===== src/rtl/btb_pkg.sv =====
// Shared BTB definitions: tag width derivation, maintenance FSM states and the
// write-port record used by the maintenance controller and the predictor.
package btb_pkg;

    localparam int BTB_INDEX_W = 6;

    function automatic int tag_width(input int index_width);
        return 32 - index_width - 2;
    endfunction

    localparam int BTB_TAG_W = tag_width(BTB_INDEX_W);

    typedef enum logic {
        ST_IDLE,
        ST_SWEEP
    } btb_state_e;

    typedef struct packed {
        logic                   valid;
        logic [BTB_INDEX_W-1:0] index;
        logic [BTB_TAG_W-1:0]   tag;
        logic [31:0]            target;
    } btb_wr_t;

endpackage


===== src/rtl/btb_upd_slot.sv =====
// One-entry holding register for an allocation that arrives while the table
// is being swept; flags when a load lands on an already occupied slot.
module btb_upd_slot
    import btb_pkg::*;
#(
    parameter type entry_t = btb_wr_t
) (
    input  logic   clk_i,
    input  logic   rst_ni,
    input  logic   load_i,
    input  logic   clear_i,
    input  entry_t entry_i,
    output entry_t entry_o,
    output logic   overwrite_o
);

    entry_t slot_q;
    entry_t slot_d;

    always_comb begin
        slot_d = slot_q;
        if (clear_i) begin
            slot_d = '0;
        end else if (load_i) begin
            slot_d = entry_i;
        end
    end

    always_ff @(posedge clk_i or negedge rst_ni) begin
        if (!rst_ni) begin
            slot_q <= '0;
        end else begin
            slot_q <= slot_d;
        end
    end

    assign entry_o     = slot_q;
    assign overwrite_o = load_i & slot_q.valid;

endmodule


===== src/rtl/btb_maint_ctrl.sv =====
// BTB write-port sequencer: invalidation sweeps after reset and fence.i,
// commit-stage allocations, and predictor hit masking during sweeps.
module btb_maint_ctrl
    import btb_pkg::*;
#(
    parameter  int INDEX_WIDTH = 6,
    localparam int TAG_W       = tag_width(INDEX_WIDTH)
) (
    input  logic                   clk_i,
    input  logic                   rst_ni,
    input  logic                   upd_req_i,
    input  logic [INDEX_WIDTH-1:0] upd_index_i,
    input  logic [TAG_W-1:0]       upd_tag_i,
    input  logic [31:0]            upd_target_i,
    input  logic                   inv_req_i,
    output logic                   btb_wren_o,
    output logic [INDEX_WIDTH-1:0] btb_wr_index_o,
    output logic [TAG_W-1:0]       btb_wr_tag_o,
    output logic [31:0]            btb_wr_target_o,
    output logic                   btb_wr_valid_o,
    output logic                   pred_mask_o,
    output logic                   busy_o,
    output logic                   upd_drop_o
);

    typedef struct packed {
        logic                   valid;
        logic [INDEX_WIDTH-1:0] index;
        logic [TAG_W-1:0]       tag;
        logic [31:0]            target;
    } wr_t;

    btb_state_e             state_q;
    logic [INDEX_WIDTH-1:0] cnt_q;
    wr_t                    wr_q;
    logic                   wren_q;
    logic                   mask_q;
    logic                   busy_q;
    logic                   drop_q;

    wr_t  req_entry;
    wr_t  slot_entry;
    logic slot_load;
    logic slot_clear;
    logic slot_overwrite;

    // Sweeps park requests in the slot; in IDLE the slot drains first and a
    // simultaneous request takes its place, so nothing is lost there.
    always_comb begin
        req_entry  = '{valid: 1'b1, index: upd_index_i, tag: upd_tag_i, target: upd_target_i};
        slot_load  = 1'b0;
        slot_clear = 1'b0;
        if (inv_req_i) begin
            slot_clear = 1'b1;
        end else if (state_q == ST_SWEEP) begin
            slot_load = upd_req_i;
        end else if (slot_entry.valid) begin
            slot_load  = upd_req_i;
            slot_clear = ~upd_req_i;
        end
    end

    btb_upd_slot #(
        .entry_t (wr_t)
    ) u_slot (
        .clk_i       (clk_i),
        .rst_ni      (rst_ni),
        .load_i      (slot_load),
        .clear_i     (slot_clear),
        .entry_i     (req_entry),
        .entry_o     (slot_entry),
        .overwrite_o (slot_overwrite)
    );

    always_ff @(posedge clk_i or negedge rst_ni) begin
        if (!rst_ni) begin
            state_q <= ST_SWEEP;
            cnt_q   <= '0;
            wr_q    <= '0;
            wren_q  <= 1'b0;
            mask_q  <= 1'b1;
            busy_q  <= 1'b1;
            drop_q  <= 1'b0;
        end else begin
            mask_q <= (state_q == ST_SWEEP);
            busy_q <= (state_q == ST_SWEEP);
            drop_q <= (state_q == ST_SWEEP) & slot_overwrite;
            case (state_q)
                ST_SWEEP: begin
                    wren_q <= 1'b1;
                    wr_q   <= '{valid: 1'b0, index: cnt_q, tag: '0, target: '0};
                    cnt_q  <= cnt_q + INDEX_WIDTH'(1);
                    if (&cnt_q) begin
                        state_q <= ST_IDLE;
                    end
                end
                ST_IDLE: begin
                    if (inv_req_i) begin
                        wren_q <= 1'b0;
                    end else if (slot_entry.valid) begin
                        wren_q <= 1'b1;
                        wr_q   <= slot_entry;
                    end else if (upd_req_i) begin
                        wren_q <= 1'b1;
                        wr_q   <= req_entry;
                    end else begin
                        wren_q <= 1'b0;
                    end
                end
                default: begin
                    state_q <= ST_SWEEP;
                    cnt_q   <= '0;
                    wren_q  <= 1'b0;
                end
            endcase
            // A fence.i wins over everything else and restarts the sweep.
            if (inv_req_i) begin
                state_q <= ST_SWEEP;
                cnt_q   <= '0;
            end
        end
    end

    assign btb_wren_o      = wren_q;
    assign btb_wr_index_o  = wr_q.index;
    assign btb_wr_tag_o    = wr_q.tag;
    assign btb_wr_target_o = wr_q.target;
    assign btb_wr_valid_o  = wr_q.valid;
    assign pred_mask_o     = mask_q;
    assign busy_o          = busy_q;
    assign upd_drop_o      = drop_q;

endmodule


===== config.mk =====
export PLATFORM = sky130hd
export DESIGN_NAME = btb_maint_ctrl
export DESIGN_NICKNAME = d
export VERILOG_FILES = /design/src/rtl/btb_pkg.sv /design/src/rtl/btb_upd_slot.sv /design/src/rtl/btb_maint_ctrl.sv
export SDC_FILE = /design/constraint.sdc
export NUM_CORES = 1
export LEC_CHECK = 0
export ABC_AREA = 1
export BUFFER_PORTS_ARGS = -buffer_cell sky130_fd_sc_hd__buf_2
export CAP_MARGIN = 15
export CORE_MARGIN = 4
export CORE_UTILIZATION = 59
export CTS_CLUSTER_DIAMETER = 120
export CTS_CLUSTER_SIZE = 28
export DETAILED_ROUTE_END_ITERATION = 16
export PLACE_DENSITY = 0.85
export SLEW_MARGIN = 0
export SYNTH_ARGS = -nofsm -noshare
export SYNTH_HDL_FRONTEND = slang
export SYNTH_HIERARCHICAL = 1
export SYNTH_SLANG_ARGS = --single-unit

===== constraint.sdc =====
create_clock -name clk_i -period 2.9 [get_ports clk_i]
set_input_delay 0.145 -clock clk_i [delete_from_list [all_inputs] [get_ports clk_i]]
set_output_delay 0.145 -clock clk_i [all_outputs]
set_load 0.01 [all_outputs]

# Yosys cells after proc, flatten, opt, wreduce, memory -nomap -nowiden
# Cells that the tools add are included.
# word_totals
register_bits	136
latchBits	0
mem_bits_rw	0
mem_bits_ro	0
in_bits	66
output_inout_bits	67
wordCells	45
mem_count	0
# classes
addsub	1
n_mul	0
n_div	0
magnitude_cmp	0
n_eq_ne	2
shifts	0
n_mux	21
n_bitwise	4
reduce_logical	4
# op_table
operator	n
two-way mux 63 bit	5
one-hot mux 63 bit (2 select lines)	1
two-way mux 1 bit	12
two-way mux 6 bit	2
adder 6 x 1 -> 6 bit, second input constant	1
AND reduction 6 bit	1
nonzero test 2 bit	2
!= test 3 x 2 -> 1 bit, second input constant	1
AND 1 bit	2
!= test 2 bit, second input constant	1
NOT 1 bit	2
one-hot mux 1 bit (2 select lines)	1
AND reduction 2 bit	1

# Depth between registers and ports, before layout
# logic_depth
ltp_word	5
depth_mapped	9
mapped_depth_nobuf	6

# Modules after synthesis
# The synthesis kept the hierarchy.
# modules_own_cells
module	instances	cells_each	area_per_inst_um2	seq_area_each_um2
btb_maint_ctrl	1	536	3876.2	1829.3
btb_upd_slot	1	275	2537.4	1576.5

# Least setup slack after synthesis
# No wires, ideal clock.
# synth_path
path_type	register to register
from	register state_q
to	register u_slot.slot_q, in the netlist u_slot/entry_o[0]
setup_time_ns	0.065
arrival_ns	1.594
required_ns	2.835
path_slack_ns	1.241
stages_incl_launch_ff	10
path_buffers	3
synth_period_minus_slack_ns	1.659
path_cell_list	dfstp_2 > inv_1 > buf_2 > buf_1 > nand3_1 > nand2_1 > nor2_4 > buf_2 > nand2_1 > nand2_1
# synth_via
elab_chain_cells	3
word_cells_on_any_way	6
cone_classes	mux: 5; reduce/logical: 1
# synth_lines
element	line	source
from (decl)	btb_maint_ctrl.sv:33	btb_state_e state_q;
from (signal assigned)	btb_maint_ctrl.sv:77	state_q <= ST_SWEEP;
from (signal assigned)	btb_maint_ctrl.sv:94	state_q <= ST_IDLE;
from (signal assigned)	btb_maint_ctrl.sv:111	state_q <= ST_SWEEP;
two-way mux 1 bit *	btb_maint_ctrl.sv:55	end else if (state_q == ST_SWEEP) begin
two-way mux 1 bit *	btb_maint_ctrl.sv:53	if (inv_req_i) begin
via slot_clear	btb_maint_ctrl.sv:44	logic slot_clear;
two-way mux 63 bit or nonzero test 2 bit (tied branches)	-	
to (signal assigned)	btb_upd_slot.sv:33	slot_q <= slot_d;
to (decl)	btb_upd_slot.sv:17	entry_t slot_q;
# The timed path passes the listed nets; every way through them passes the cells marked *.
# A chain may end at the register's enable or synchronous reset.

# Worst setup path after layout
# layout_path
from	register state_q
to	register wr_q, in the netlist btb_wr_index_o[4]
# layout_via
elab_chain_cells	3
word_cells_on_any_way	5
cone_classes	eq/ne: 2; mux: 1; bitwise: 1; reduce/logical: 1
# layout_lines
element	line	source
NOT 1 bit	btb_maint_ctrl.sv:88	case (state_q)
!= test 3 x 2 -> 1 bit (no line) or != test 2 bit (tied branches)	-	
AND reduction 2 bit (no line)	-	
to (signal assigned)	btb_maint_ctrl.sv:91	wr_q <= '{valid: 1'b0, index: cnt_q, tag: '0, target: '0};
to (signal assigned)	btb_maint_ctrl.sv:102	wr_q <= slot_entry;
to (signal assigned)	btb_maint_ctrl.sv:105	wr_q <= req_entry;
to (decl)	btb_maint_ctrl.sv:35	wr_t wr_q;
# Several ways; a longest one is shown, not always the timed one.

==> results.yml <==
outcome:
  status: "finished, final reports clean"
setup_path:
  critPathCaptureType: "register"
  required_ns: 3.35
  worstRegToRegCells: 7
  max_stage_delay_ns: 0.73
  cp_max_fo: 90
  rr_endpoint: "btb_wr_index_o[4]"
  ff2ff_setup_slack_ns: 0.75
  cpMaxStageDelayCell: "buf_4"
  path_class: "reg2reg"
  critPathArrivalTime_ns: 2.60
  rr_startpoint: "state_q"
  critPathLaunchType: "register"
  crit_chain: "clkinv_2 -> buf_4 -> buf_4 -> nand3_1 -> nand3_1 -> nand2_1 -> nand2_1"
logic_synthesis:
  synth_compound_area_frac: 0.0529
  ys_ff_latch: 136
  syn_area_mm2: 0.00641
  synth_top_area_frac: 0.523
  yosys.area_share.adder: 0.00195
  synth-xor-area-share: 0
  synth.distinct_cells: 22
  synth_warnings: 6
  synth_top_cell_by_area: "dfrtp_1"
  syn_nets: 878
  ys_seq_area_frac: 0.531
  synth_top_family_by_area: "simple AND/OR/NAND/NOR gates"
  synthMuxAreaShare: 0
  synth_area_leaders: "dfrtp_1, nand2_1, nand3_1"
  syn_inst: 811
  synthSimpleGateAreaFrac: 0.323
  avgSynthCellArea_um2: 7.91
clock_network:
  cts_num_sinks: 136
  cts_buffer_depth: 2
  cts-root-buf: "clkbuf_8"
  cts_resized: 0
  cts_hold_buffers: 64
  clock_latency_ns: 0.52
  clk_pin_slew_ns: 0.06
  h-tree-depth: 4
  post_cts_buffers: 0
  cts_buffers: 17
  cts_tree: "built"
timing:
  period_minus_slack_ns: 2.15
  hold_viol: 0
  fin_crit_sh: 0.741
  setup_tns_ns: 0
  worst_pin_slew_ns: 0.890
  rsz0062_at_grt: "no"
  slew_headroom: 0.407
  skew_ns: 0.00679
  drv_slew: 0
  max_freq_ghz: 0.465
  setup_violations: 0
drt:
  dr.pass1.iters: 7
  finalWirelength_um: 17200
  vias: 6130
  antenna_left: 0
  viasPerCell: 5.42
  wl_per_cell_um: 15.2
  first_iter_violations: 650
  drc: 0
die:
  ios: 133
  initial_core_util: 0.613
  rows: 37
  dieArea_mm2: 0.0126
  fp.coreArea_mm2: 0.0105
  die_y_um: 112
  die_x_um: 112
final_layout:
  drive_gt1_frac: 0.188
  fillers: 697
  fin_util: 0.794
  layout_commonest_cell: "nand2_1"
  area_growth_pct: 29.5
  nets: 1049
  layout_common_cells: "nand2_1, nand3_1, dfrtp_1, buf_2, dlygate4sd3_1"
  num_antenna_cells: 0
  multi_input_area_mm2: 0.00243
  seqCellArea_mm2: 0.00341
hold_path:
  hold-path-cell-count: 5
  hold_class: "in2reg"
  hold_path.startpoint: "upd_req_i"
  hold_path_end: "u_slot/entry_o[21]"
global_routing:
  grt_pass1_vias: 6031
  grtUsageTotal: 0.279
  grt_max_degree: 91
  grt_remaining_overflow: 0
  antenna_found_initial: 0
  grt_pass1_wl_um: 28800
pwr:
  power_switching_mw: 1.07
  p_leak_nw: 4.69
  power_frac_clock: 0.487
  swShare: 0.234
  vdd_ir_drop_max_mv: 0.395
  intPower_mw: 3.52
  power_frac_seq: 0.431
  pwr-share-comb: 0.082
  power_density_mw_per_mm2: 553
placed_design:
  portBuffers: 132
  routabilityCongestion: 0.771
  dp_hpwl_um: 9630
run:
  cap_violations: 0
==> routing by layer <==
layer,wire (um),track usage
met5,0,0
met4,496,0.123
met3,1160,0.0566
met2,8370,0.452
met1,7150,0.367
==> power groups by stage <==
stage | clock network (mW) | registers (mW) | logic, mW
finish | 2.23 | 1.98 | 0.377
global placement | 0 | 2.01 | 0.297
CTS | 2.25 | 1.98 | 0.373
global route | 2.36 | 1.99 | 0.421
detailed placement | 0 | 2.01 | 0.303
floorplan | 0 | 2.00 | 0.176
==> worst max path at each step <==
stage	start	to	depth (start not counted)
6_report	state_q	btb_wr_index_o[4]	7
5_1_grt	state_q	btb_wr_index_o[5]	7
4_1_cts	u_slot/entry_o[62]	u_slot/entry_o[59]	5
3_5_place_dp	state_q	u_slot/entry_o[15]	5
3_3_place_gp	u_slot/entry_o[62]	u_slot/entry_o[62]	5
2_1_floorplan	state_q	u_slot/entry_o[0]	9
==> through the flow <==
stage / power [mW] / instances / hold WS, ns / setup slack [ns] / cell area [um^2]
global placement: 2.31 / 1035 / 0.161 / 0.861 / 7050
floorplan: 2.18 / 811 / -0.151 / 1.24 / 6410
finish: 4.59 / 1131 / 0.138 / 0.751 / 8310
CTS: 4.60 / 1131 / 0.130 / 0.766 / 8310
detailed placement: 2.31 / 1035 / 0.159 / 0.810 / 7050
global route: 4.76 / 1131 / 0.151 / 0.551 / 8310
==> Yosys cell counts <==
cell,n
buf_6,7
buf_4,4
nor3_1,2
dfrtp_1,134
nor2_1,10
inv_1,64
conb_1,1
o21ai_0,59
nand3_1,195
clkbuf_8,1
buf_1,7
buf_2,29
o21ai_4,1
a21oi_1,4
inv_2,1
nand2_2,1
dfstp_2,2
clkbuf_1,12
nand2_1,274
ha_1,1
a211oi_1,1
nor2_4,1
==> final cells by class <==
| class | count | area share |
|---|---|---|
| well taps | 136 | 0.0205 |
| clock inverters | 12 | 0.0211 |
| inverters | 65 | 0.0295 |
| repair buffers | 212 | 0.173 |
| flip-flops and latches | 136 | 0.411 |
| multi-input cells | 550 | 0.293 |
| clock buffers | 20 | 0.0524 |
==> logic make-up after synthesis <==
kind of cell | after synthesis
AND/OR/NAND/NOR | 483
flip-flops | 136
buffers and inverters | 125
AO/OA/AOI/OAI | 65
adder cells (fa/ha/maj) | 1
other | 1
==> worst max-delay path, delay by kind of cell (launching register included) <==
| family | cells | cell delay, ns |
|---|---|---|
| buffers and inverters | 3 | 1.14 |
| DFF | 1 | 0.44 |
| and+or+nand+nor | 4 | 0.41 |
==> sequential cells by signal, indices dropped and copies added, names as in the netlist <==
name,cells
state_q,1
btb_wr_valid_o,1
btb_wr_tag_o,24
busy_o,1
u_slot/entry_o,63
btb_wren_o,1
btb_wr_target_o,32
btb_wr_index_o,6
upd_drop_o,1
cnt_q,6
No activity file was read; power rests on OpenSTA's default activity.
